### src/rtl/instr_register_sched_pkg.sv
// Shared types for the instruction register and its write/issue scheduler.
// Opcode/operand/instruction types plus requester-id and queue-depth constants.
package instr_register_sched_pkg;

  typedef enum logic [3:0] {
    ZERO,
    PASSA,
    PASSB,
    ADD,
    SUB,
    MULT,
    DIV,
    MOD
  } opcode_t;

  typedef logic signed [31:0] operand_t;

  typedef struct packed {
    opcode_t  opc;
    operand_t op_a;
    operand_t op_b;
  } instruction_t;

  localparam int REQ_ID_W    = 3;
  localparam int SCHED_DEPTH = 32;

  typedef logic [REQ_ID_W-1:0] req_id_t;

endpackage

### src/rtl/instr_register_sched_if.sv
// Requester and issue-side bus of the scheduler.
// master: requesters + consumer; slave: the scheduler.
interface instr_register_sched_if
  import instr_register_sched_pkg::*;
#(
  parameter int NUM_REQ = 2
) ();

  logic [NUM_REQ-1:0] req_valid;
  logic [NUM_REQ-1:0] req_ready;
  opcode_t            req_opcode    [NUM_REQ];
  operand_t           req_operand_a [NUM_REQ];
  operand_t           req_operand_b [NUM_REQ];

  logic               issue_valid;
  logic               issue_ready;
  instruction_t       issue_word;
  req_id_t            issue_src;

  modport master (
    output req_valid,
    output req_opcode,
    output req_operand_a,
    output req_operand_b,
    input  req_ready,
    output issue_ready,
    input  issue_valid,
    input  issue_word,
    input  issue_src
  );

  modport slave (
    input  req_valid,
    input  req_opcode,
    input  req_operand_a,
    input  req_operand_b,
    output req_ready,
    input  issue_ready,
    output issue_valid,
    output issue_word,
    output issue_src
  );

endinterface

### src/rtl/instr_register_sched_rr_arbiter.sv
// One-hot round-robin arbiter with a rotating last-grant register.
// Ports: clk, reset_n (sync, active-low), i_req, i_advance (commit grant), o_gnt.
module rr_arbiter #(
  parameter int N = 2
) (
  input  logic         clk,
  input  logic         reset_n,
  input  logic [N-1:0] i_req,
  input  logic         i_advance,
  output logic [N-1:0] o_gnt
);

  localparam int IW = (N > 1) ? $clog2(N) : 1;

  logic [IW-1:0] r_last;
  logic [IW-1:0] w_idx;
  logic [IW-1:0] w_j;
  logic          w_hit;

  // scan starts just after the last winner and wraps
  always_comb begin
    o_gnt = '0;
    w_idx = r_last;
    w_hit = 1'b0;
    w_j   = '0;
    for (int i = 1; i <= N; i++) begin
      w_j = IW'((int'(r_last) + i) % N);
      if (!w_hit && i_req[w_j]) begin
        w_hit      = 1'b1;
        w_idx      = w_j;
        o_gnt[w_j] = 1'b1;
      end
    end
  end

  // reset to N-1 so requester 0 has first priority
  always_ff @(posedge clk) begin
    if (!reset_n) begin
      r_last <= IW'(N - 1);
    end else if (i_advance) begin
      r_last <= w_idx;
    end
  end

endmodule

### src/rtl/instr_register_sched.sv
// Round-robin write-port scheduler and circular FIFO issuer for instr_register.
// Ports: clk, reset_n, i_flush, bus (slave), o_load_en/o_write_pointer/o_opcode/
// o_operand_a/o_operand_b/o_read_pointer to the register, i_instruction_word, o_count.
module instr_register_sched
  import instr_register_sched_pkg::*;
#(
  parameter int NUM_REQ = 2,
  parameter int DEPTH   = SCHED_DEPTH,
  parameter int PTR_W   = 5
) (
  input  logic                clk,
  input  logic                reset_n,
  input  logic                i_flush,
  instr_register_sched_if.slave bus,
  output logic                o_load_en,
  output logic [PTR_W-1:0]    o_write_pointer,
  output opcode_t             o_opcode,
  output operand_t            o_operand_a,
  output operand_t            o_operand_b,
  output logic [PTR_W-1:0]    o_read_pointer,
  input  instruction_t        i_instruction_word,
  output logic [PTR_W:0]      o_count
);

  localparam logic [PTR_W:0]   FULL = (PTR_W + 1)'(DEPTH);
  localparam logic [PTR_W:0]   CONE = (PTR_W + 1)'(1);
  localparam logic [PTR_W-1:0] PONE = PTR_W'(1);

  logic [PTR_W-1:0]   r_wr_ptr;
  logic [PTR_W-1:0]   r_rd_ptr;
  logic [PTR_W:0]     r_count;
  logic [PTR_W:0]     r_alloc;
  logic               r_load_en;
  logic [PTR_W-1:0]   r_wp;
  opcode_t            r_opc;
  operand_t           r_a;
  operand_t           r_b;
  req_id_t            r_src_tag [DEPTH];

  logic               w_en;
  logic [NUM_REQ-1:0] w_req;
  logic [NUM_REQ-1:0] w_gnt;
  logic               w_xfer;
  logic               w_issue;
  req_id_t            w_sel;
  opcode_t            w_opc;
  operand_t           w_a;
  operand_t           w_b;

  // alloc counts in-flight writes, so a full queue stops granting early
  assign w_en  = reset_n && !i_flush && (r_alloc != FULL);
  assign w_req = bus.req_valid & {NUM_REQ{w_en}};

  rr_arbiter #(
    .N(NUM_REQ)
  ) u_arb (
    .clk      (clk),
    .reset_n  (reset_n),
    .i_req    (w_req),
    .i_advance(w_xfer),
    .o_gnt    (w_gnt)
  );

  assign w_xfer        = |w_gnt;
  assign bus.req_ready = w_gnt;

  always_comb begin
    w_sel = '0;
    w_opc = ZERO;
    w_a   = '0;
    w_b   = '0;
    for (int i = 0; i < NUM_REQ; i++) begin
      if (w_gnt[i]) begin
        w_sel = REQ_ID_W'(i);
        w_opc = bus.req_opcode[i];
        w_a   = bus.req_operand_a[i];
        w_b   = bus.req_operand_b[i];
      end
    end
  end

  assign bus.issue_valid = (r_count != '0);
  assign bus.issue_word  = i_instruction_word;
  assign bus.issue_src   = r_src_tag[r_rd_ptr];
  assign w_issue         = bus.issue_valid && bus.issue_ready;

  always_ff @(posedge clk) begin
    if (!reset_n) begin
      r_wr_ptr  <= '0;
      r_rd_ptr  <= '0;
      r_count   <= '0;
      r_alloc   <= '0;
      r_load_en <= 1'b0;
      r_wp      <= '0;
      r_opc     <= ZERO;
      r_a       <= '0;
      r_b       <= '0;
    end else if (i_flush) begin
      // a write registered for this edge still lands, but is forgotten
      r_wr_ptr  <= '0;
      r_rd_ptr  <= '0;
      r_count   <= '0;
      r_alloc   <= '0;
      r_load_en <= 1'b0;
    end else begin
      r_load_en <= w_xfer;
      if (w_xfer) begin
        r_wp     <= r_wr_ptr;
        r_opc    <= w_opc;
        r_a      <= w_a;
        r_b      <= w_b;
        r_wr_ptr <= r_wr_ptr + PONE;
      end
      if (w_issue) begin
        r_rd_ptr <= r_rd_ptr + PONE;
      end
      unique case ({w_xfer, w_issue})
        2'b10:   r_alloc <= r_alloc + CONE;
        2'b01:   r_alloc <= r_alloc - CONE;
        default: r_alloc <= r_alloc;
      endcase
      unique case ({r_load_en, w_issue})
        2'b10:   r_count <= r_count + CONE;
        2'b01:   r_count <= r_count - CONE;
        default: r_count <= r_count;
      endcase
    end
  end

  // tag captured at grant time; it is ready long before the entry issues
  always_ff @(posedge clk) begin
    if (w_xfer) begin
      r_src_tag[r_wr_ptr] <= w_sel;
    end
  end

  assign o_load_en       = r_load_en;
  assign o_write_pointer = r_wp;
  assign o_opcode        = r_opc;
  assign o_operand_a     = r_a;
  assign o_operand_b     = r_b;
  assign o_read_pointer  = r_rd_ptr;
  assign o_count         = r_count;

  a_cnt_bounds: assert property (
    @(posedge clk) disable iff (!reset_n)
    (r_count <= FULL) && (r_alloc <= FULL) && (r_count <= r_alloc)
  );

  a_rdy_valid: assert property (
    @(posedge clk) (bus.req_ready & ~bus.req_valid) == '0
  );

endmodule

### src/flat_wrapper.sv
// flat-port wrapper written by rule: the top's interface ports become plain ports
module instr_register_sched_flat import instr_register_sched_pkg::*;
#(
  parameter int NUM_REQ = 2,
  parameter int DEPTH   = SCHED_DEPTH,
  parameter int PTR_W   = 5
)
  (clk, reset_n, i_flush, o_load_en, o_write_pointer, o_opcode, o_operand_a, o_operand_b, o_read_pointer, i_instruction_word, o_count, bus_req_valid, bus_req_opcode, bus_req_operand_a, bus_req_operand_b, bus_req_ready, bus_issue_ready, bus_issue_valid, bus_issue_word, bus_issue_src);
  instr_register_sched_if #(.NUM_REQ(NUM_REQ)) bus_i ();
  input  logic clk;
  input  logic reset_n;
  input  logic i_flush;
  output logic o_load_en;
  output logic [PTR_W-1:0] o_write_pointer;
  output opcode_t o_opcode;
  output operand_t o_operand_a;
  output operand_t o_operand_b;
  output logic [PTR_W-1:0] o_read_pointer;
  input  instruction_t i_instruction_word;
  output logic [PTR_W:0] o_count;
  input wire logic [$bits(bus_i.req_valid)-1:0] bus_req_valid;
  input wire logic [$bits(bus_i.req_opcode)-1:0] bus_req_opcode;
  input wire logic [$bits(bus_i.req_operand_a)-1:0] bus_req_operand_a;
  input wire logic [$bits(bus_i.req_operand_b)-1:0] bus_req_operand_b;
  output wire logic [$bits(bus_i.req_ready)-1:0] bus_req_ready;
  input wire logic [$bits(bus_i.issue_ready)-1:0] bus_issue_ready;
  output wire logic [$bits(bus_i.issue_valid)-1:0] bus_issue_valid;
  output wire logic [$bits(bus_i.issue_word)-1:0] bus_issue_word;
  output wire logic [$bits(bus_i.issue_src)-1:0] bus_issue_src;
  assign bus_i.req_valid = bus_req_valid;
  assign bus_i.req_opcode = {>>{bus_req_opcode}};
  assign bus_i.req_operand_a = {>>{bus_req_operand_a}};
  assign bus_i.req_operand_b = {>>{bus_req_operand_b}};
  assign bus_req_ready = bus_i.req_ready;
  assign bus_i.issue_ready = bus_issue_ready;
  assign bus_issue_valid = bus_i.issue_valid;
  assign bus_issue_word = bus_i.issue_word;
  assign bus_issue_src = bus_i.issue_src;
  instr_register_sched #(.NUM_REQ(NUM_REQ), .DEPTH(DEPTH), .PTR_W(PTR_W)) u_core (.clk(clk), .reset_n(reset_n), .i_flush(i_flush), .bus(bus_i), .o_load_en(o_load_en), .o_write_pointer(o_write_pointer), .o_opcode(o_opcode), .o_operand_a(o_operand_a), .o_operand_b(o_operand_b), .o_read_pointer(o_read_pointer), .i_instruction_word(i_instruction_word), .o_count(o_count));
endmodule
### config.mk
export PLATFORM = sky130hd
export DESIGN_NAME = instr_register_sched_flat
export DESIGN_NICKNAME = d
export VERILOG_FILES = /design/src/rtl/instr_register_sched_pkg.sv /design/src/rtl/instr_register_sched_if.sv /design/src/rtl/instr_register_sched_rr_arbiter.sv /design/src/rtl/instr_register_sched.sv /design/src/flat_wrapper.sv
export SDC_FILE = /design/constraint.sdc
export NUM_CORES = 1
export LEC_CHECK = 0
export BUFFER_PORTS_ARGS = -buffer_cell sky130_fd_sc_hd__buf_2
export CAP_MARGIN = 20
export CORE_AREA = 2 2 144 146
export CTS_BUF_LIST = sky130_fd_sc_hd__clkbuf_4
export DETAILED_ROUTE_END_ITERATION = 16
export DIE_AREA = 0 0 146 148
export GPL_ROUTABILITY_DRIVEN = 0
export PLACE_DENSITY = 0.59
export SYNTH_ARGS = -nofsm -noshare
export SYNTH_HDL_FRONTEND = slang
export SYNTH_HIERARCHICAL = 1
export SYNTH_SLANG_ARGS = --single-unit
### constraint.sdc
create_clock -name clk -period 7.5 [get_ports clk]
set_clock_uncertainty 0.05 [all_clocks]
set_input_delay 1.125 -clock clk [delete_from_list [all_inputs] [get_ports clk]]
set_output_delay 1.125 -clock clk [all_outputs]
set_load 0.05 [all_outputs]
; After elaboration in Yosys (flattened, before gate mapping)
; Memory sizes are Yosys's and may differ from the RTL's. A register that Yosys moved wholly into a read port is not among the register bits.
; Index checks and enable logic that the tools add are counted.
; Widths: inputs -> output; s select.
[classes]
eq_ne = 5
div_mod_pow = 0
add_sub_neg = 8
magnitude_cmp = 4
n_bitwise = 4
mul = 0
shift = 0
reduce_logical = 16
n_mux = 26
[ops]
columns = op, n
row1 = $mux 32, 4
row2 = $pmux 6 s2, 2
row3 = $add 6x1->6 const B, 2
row4 = $mux 1, 12
row5 = $sub 6x1->6 const B, 2
row6 = $add 5x1->5 const B, 2
row7 = $mux 5, 2
row8 = $mux 4, 2
row9 = $logic_and 1x1->1, 6
row10 = $ne 6x6->1 const B, 1
row11 = $reduce_bool 2->1, 3
row12 = $reduce_bool 6->1, 1
row13 = $eq 2x1->1 const B, 2
row14 = $eq 2x2->1 const B, 2
row15 = $lt 1x2->1 const B, 2
row16 = $mux 2, 2
row17 = $reduce_and 2->1, 2
row18 = $reduce_or 2->1, 2
row19 = $add 1x1->1 const B, 2
row20 = $and 2x2->2, 1
row21 = $demux 1 s1, 2
row22 = $ge 1x1->1 const B, 2
row23 = $logic_not 1->1, 2
row24 = $not 1->1, 2
row25 = $or 2x2->2, 1
[word_totals]
output_inout_bits = 159
mem_count = 1
latchBits = 0
ff_bits = 97
ramBits = 32
elab_cells = 74
input_bits = 210
romBits = 0
[memory_table]
columns = name, depth, word_bits, rd, rd_clocked_by_memory_dff, wr, line_no
row1 = u_core.r_src_tag, 32, 1, 1, 1, 1, instr_register_sched.sv:38  ; req_id_t r_src_tag [DEPTH];

; Depth between registers and ports, before layout
[logic_depth]
depth_word = 13
depth_mapped = 15
mapped_depth_nobuf = 13

; Hierarchy
; Netlist, hierarchy kept.
[by_module_without_submodules]
columns = mod, instances, seq_area_each_um2, area_per_inst_um2, cells_per_inst
row1 = instr_register_sched, 1, 2982.9, 6363.6, 704
row2 = rr_arbiter, 1, 20.0, 58.8, 7

; Worst setup path before layout
; Ideal clock, no wire load.
[synth_timing]
kind = input port to flip-flop
from = input port i_flush
to = register u_core.r_alloc[2]
n_path_buf = 2
path_slack_ns = 0.832
arrival_ns = 6.548
stages = 15
required_ns = 7.380
cell_sequence = inv_2 > nand2_1 > clkbuf_1 > a31oi_1 > and2_1 > a21boi_0 > nor2_1 > ha_1 > clkbuf_1 > xor2_1 > ha_1 > a21oi_1 > xor2_1 > or3_1 > a21oi_1
[synth_between]
elab_chain_len = 13
elab_cells_between_ends = 20
classes_between = eq/ne (2) / mux (8) / bitwise (2) / reduce/logical (8)
[synth_lines]
columns = element, line_no
row1 = from (decl), flat_wrapper.sv:12  ; input logic i_flush;
row2 = $logic_not 1->1 *, instr_register_sched.sv:51  ; assign w_en = reset_n && !i_flush && (r_alloc != FULL);
row3 = $logic_and 1x1->1 * (2 in a row), instr_register_sched.sv:51
row4 = $and 2x2->2 *, instr_register_sched.sv:52  ; assign w_req = bus.req_valid & {NUM_REQ{w_en}};
row5 = named net u_core.w_req[1], instr_register_sched.sv:41  ; logic [NUM_REQ-1:0] w_req;
row6 = $mux 1 (implied by the code) (2 in a row), instr_register_sched_rr_arbiter.sv:28  ; if (!w_hit && i_req[w_j]) begin
row7 = $mux 1, instr_register_sched_rr_arbiter.sv:28
row8 = $logic_not 1->1, instr_register_sched_rr_arbiter.sv:28
row9 = $logic_and 1x1->1, instr_register_sched_rr_arbiter.sv:28
row10 = $mux 2 *, instr_register_sched_rr_arbiter.sv:28
row11 = named net bus_req_ready[1], flat_wrapper.sv:25  ; output wire logic [$bits(bus_i.req_ready)-1:0] bus_req_ready;
row12 = $reduce_or 2->1 *, instr_register_sched.sv:64  ; assign w_xfer = |w_gnt;
row13 = $eq 2x1->1 / $eq 2x2->1 (equally long branches), instr_register_sched.sv:117  ; unique case ({w_xfer, w_issue})
row14 = $pmux 6 s2 / $reduce_bool 2->1 (equally long branches), -
row15 = to (signal assigned), instr_register_sched.sv:118  ; 2'b10: r_alloc <= r_alloc + CONE;
row16 = to (signal assigned), instr_register_sched.sv:119  ; 2'b01: r_alloc <= r_alloc - CONE;
row17 = to (signal assigned), instr_register_sched.sv:120  ; default: r_alloc <= r_alloc;
row18 = to (decl), instr_register_sched.sv:32  ; logic [PTR_W:0] r_alloc;
; Mark *: on every way through the listed nets, which the timed path passes. The rest lies on a longest branch. The select of a mux whose other input is x is not followed.
; A chain may end at the register's enable or synchronous reset.

; Final worst setup path
[layout_timing]
from = input port reset_n
to = output port bus_req_ready[0]
[layout_between]
elab_chain_len = 9
elab_cells_between_ends = 13
classes_between = mux (7) / bitwise (2) / reduce/logical (4)
[layout_lines]
columns = element, line_no
row1 = from (decl), flat_wrapper.sv:11  ; input logic reset_n;
row2 = $logic_and 1x1->1 * (2 in a row), instr_register_sched.sv:51
row3 = $and 2x2->2 *, instr_register_sched.sv:52
row4 = named net u_core.w_req[0], instr_register_sched.sv:41
row5 = $mux 1 (implied by the code) (2 in a row), instr_register_sched_rr_arbiter.sv:28
row6 = $mux 1, instr_register_sched_rr_arbiter.sv:28
row7 = $logic_not 1->1, instr_register_sched_rr_arbiter.sv:28
row8 = $logic_and 1x1->1, instr_register_sched_rr_arbiter.sv:28
row9 = $mux 2 *, instr_register_sched_rr_arbiter.sv:28
row10 = to (decl), flat_wrapper.sv:25
; Marked as above.

==> flow_summary.ini <==
[clocking]
clock_path_buffers = 2
clockRootBuffer = clkbuf_4
clock_sinks = 134
cts_tree = done
cts_buffers = 17
htreeDepth = 4
cts_hold_buf = 0
clkLatencyLatePin_ps = 530
clk_pin_slew_ps = 120
cts.repair.resized = 0
cts_setup_buffers = 0

[timing]
hold_violations = 0
timing.hold.ws_ps = 422.4
timing.final.crit_share = 0.6666
rsz0062_at_grt = no
fmax_mhz = 200.0
relSlewSlack = 0.4459
tns_ps = 0
setup_violations = 0
finalMaxSlewViolations = 0
min_period_ps = 5000
worst_slew_pin_slew_ps = 830.0

[power]
p_sw_mw = 0.4592
power.switching_fraction = 0.3009
p_int_mw = 1.067
ir_drop_uv = 105.7
p_clk_frac = 0.345
power.total_mw = 1.526
seqPwrFrac = 0.506
p_per_area_nw_per_um2 = 202.2
combPwrFrac = 0.149
p_leak_nw = 3.169

[die]
placementRows = 52
die_h_microns = 148
initial_utilization = 0.3205
core_sq_um = 20040
dieArea_sq_um = 21610
die_w_microns = 146
ios = 369

[route]
via_per_inst = 4.883
wl_per_cell_microns = 15.40
wirelength_microns = 17370
drt_iter0_drc = 301
first_pass_iters = 4
drc = 0
ant_nets = 0
vias = 5508

[worst_hold_path]
hold_path_class = flip-flop to flip-flop
hold_depth = 2
holdPathEnd = u_core/o_write_pointer[3]
hp-start = u_core/o_write_pointer[3]

[logic_synthesis]
ys_ff_latch = 134
syn_area_sq_um = 6422
synth_area_leaders = dfxtp_1, edfxtp_1, buf_4
synth_edf_count = 32
ys_types = 56
synth_cells = 711
synth_flop_cell = dfxtp_1
syn_area_per_cell_sq_um = 9.033
yosysSeqAreaShare = 0.4676
yosysWarnings = 6
synth-async-reset-ratio = 0
synth_area_leader_cell = dfxtp_1
synth_top_area_share = 0.3179

[global_routing]
overflow = 0
track_usage = 0.1565
antenna_found_initial = 1
grt_pass1_vias = 5190
grt_max_degree = 78
grt_pass1_wl_microns = 27100

[run]
cap_violations = 0

[worst_setup_path]
path_cells = buf_2, buf_4, nand2_1, a31oi_1, and2_1, a21boi_0, buf_2
endpoint_kind = output pin
rr_startpoint = u_core/r_alloc[2]
reg2reg_slack_ps = 3700
max_stage_delay_ps = 650
arrival_ps = 3820
r2r_end = u_core/r_alloc[3]
startpoint_type = primary input
crit_slowest_cell = nand2_1
critPathMostFrequentCell = buf_2
worstSetupPathType = primary input to output pin
ff2ff_path_depth = 11
cp.required_ps = 6320
path_max_fanout = 77

[layout]
final_common_cell = buf_2
mostFrequentLayoutCells = buf_2, dfxtp_1, a21oi_1, o21ai_0, o22ai_1
nNetsFinal = 1065
areaGrowthSynthToFinish_pct = 17.51
fin_area_sq_um = 7547
layout-drive-gt1-share = 0.3279
final_core_util = 0.3766

[placement]
dp_hpwl_microns = 11530
portBuffers = 230
placed_cell_area_sq_um = 7233

[run_status]
outcome = finished, final reports clean
-- flip-flops by register name, indices dropped and copies added, names as in the netlist, named ones only --
register,flops
u_core/o_write_pointer,5
u_core/r_wr_ptr,5
u_core/r_src_tag,32
u_core/r_alloc,6
u_core/u_arb/r_last,1
u_core/o_operand_b,32
u_core/o_opcode,4
u_core/o_count,6
u_core/o_load_en,1
u_core/o_read_pointer,5
u_core/o_operand_a,32
-- critical path, delay by kind of cell --
family	cells	cell delay (ps)
buffers and inverters	3	960
AND/OR/NAND/NOR	2	880
AO/OA/AOI/OAI	2	840
-- per-layer routing --
layer / GRT usage / wire (microns) / vias up
met5: 0 / 0 / -
met4: 0.04757 / 180 / 0
met3: 0.04660 / 1115 / 17
met2: 0.2665 / 8589 / 191
met1: 0.1917 / 7483 / 2546
li1: - / - / 2754
-- cell usage after synthesis (all sizes together) (7+ instances only) --
cell / number
dfxtp: 102
a21oi: 83
buf: 76
o21ai: 75
o22ai: 67
clkbuf: 47
nor2: 45
edfxtp: 32
nand2: 32
mux2i: 17
inv: 15
xor2: 13
nand3: 12
ha: 11
a21boi: 7
nand2b: 7
-- cells by family (layout without fill, tap and decap cells) --
family / count (synthesis) / count (layout) / synth area share
compound gates: 255 / 255 / 0.2260
other cells: 1 / 3 / 0.0005839
fa+ha+maj: 11 / 11 / 0.02143
simple gates: 136 / 136 / 0.1040
buf+inv: 139 / 284 / 0.1247
flops: 134 / 134 / 0.4676
xor+xnor: 15 / 15 / 0.02046
mux: 20 / 20 / 0.03526
-- cell type report --
| class | instances | area, sq um |
|---|---|---|
| fill | 2113 | 12490 |
| sequential | 134 | 3003 |
| multi-input combinational | 439 | 2636 |
| timing repair buffer | 236 | 1196 |
| tap | 270 | 337.8 |
| clock inverter | 14 | 176.4 |
| clock buffer | 18 | 135.1 |
| inverter | 16 | 60.06 |
| antenna | 1 | 2.502 |
-- per-stage QoR --
stage	cells	setup slack [ps]
after floorplan	712	831.8
after detailed placement	1095	1913
after global placement	1095	2026
final	1128	2500
after CTS	1127	2456
after global routing	1128	2203
-- power by group through the flow --
| stage | clock [mW] | combinational [mW] | sequential, mW |
|---|---|---|---|
| 6_report | 0.527 | 0.228 | 0.772 |
| 5_1_grt | 0.579 | 0.244 | 0.775 |
| 4_1_cts | 0.547 | 0.230 | 0.772 |
| 3_5_place_dp | 0 | 0.229 | 0.788 |
| 3_3_place_gp | 0 | 0.227 | 0.787 |
| 2_1_floorplan | 0 | 0.171 | 0.862 |
-- how the worst max path moves through the flow --
stage,from,to,slack (ps)
floorplan,i_flush,u_core/r_alloc[2],830
global placement,reset_n,u_core/r_alloc[3],2030
detailed placement,reset_n,u_core/r_alloc[3],1910
CTS,reset_n,bus_req_ready[0],2460
global route,reset_n,u_core/r_alloc[3],2200
finish,reset_n,bus_req_ready[0],2500
Power figures use the tool's default switching activity.
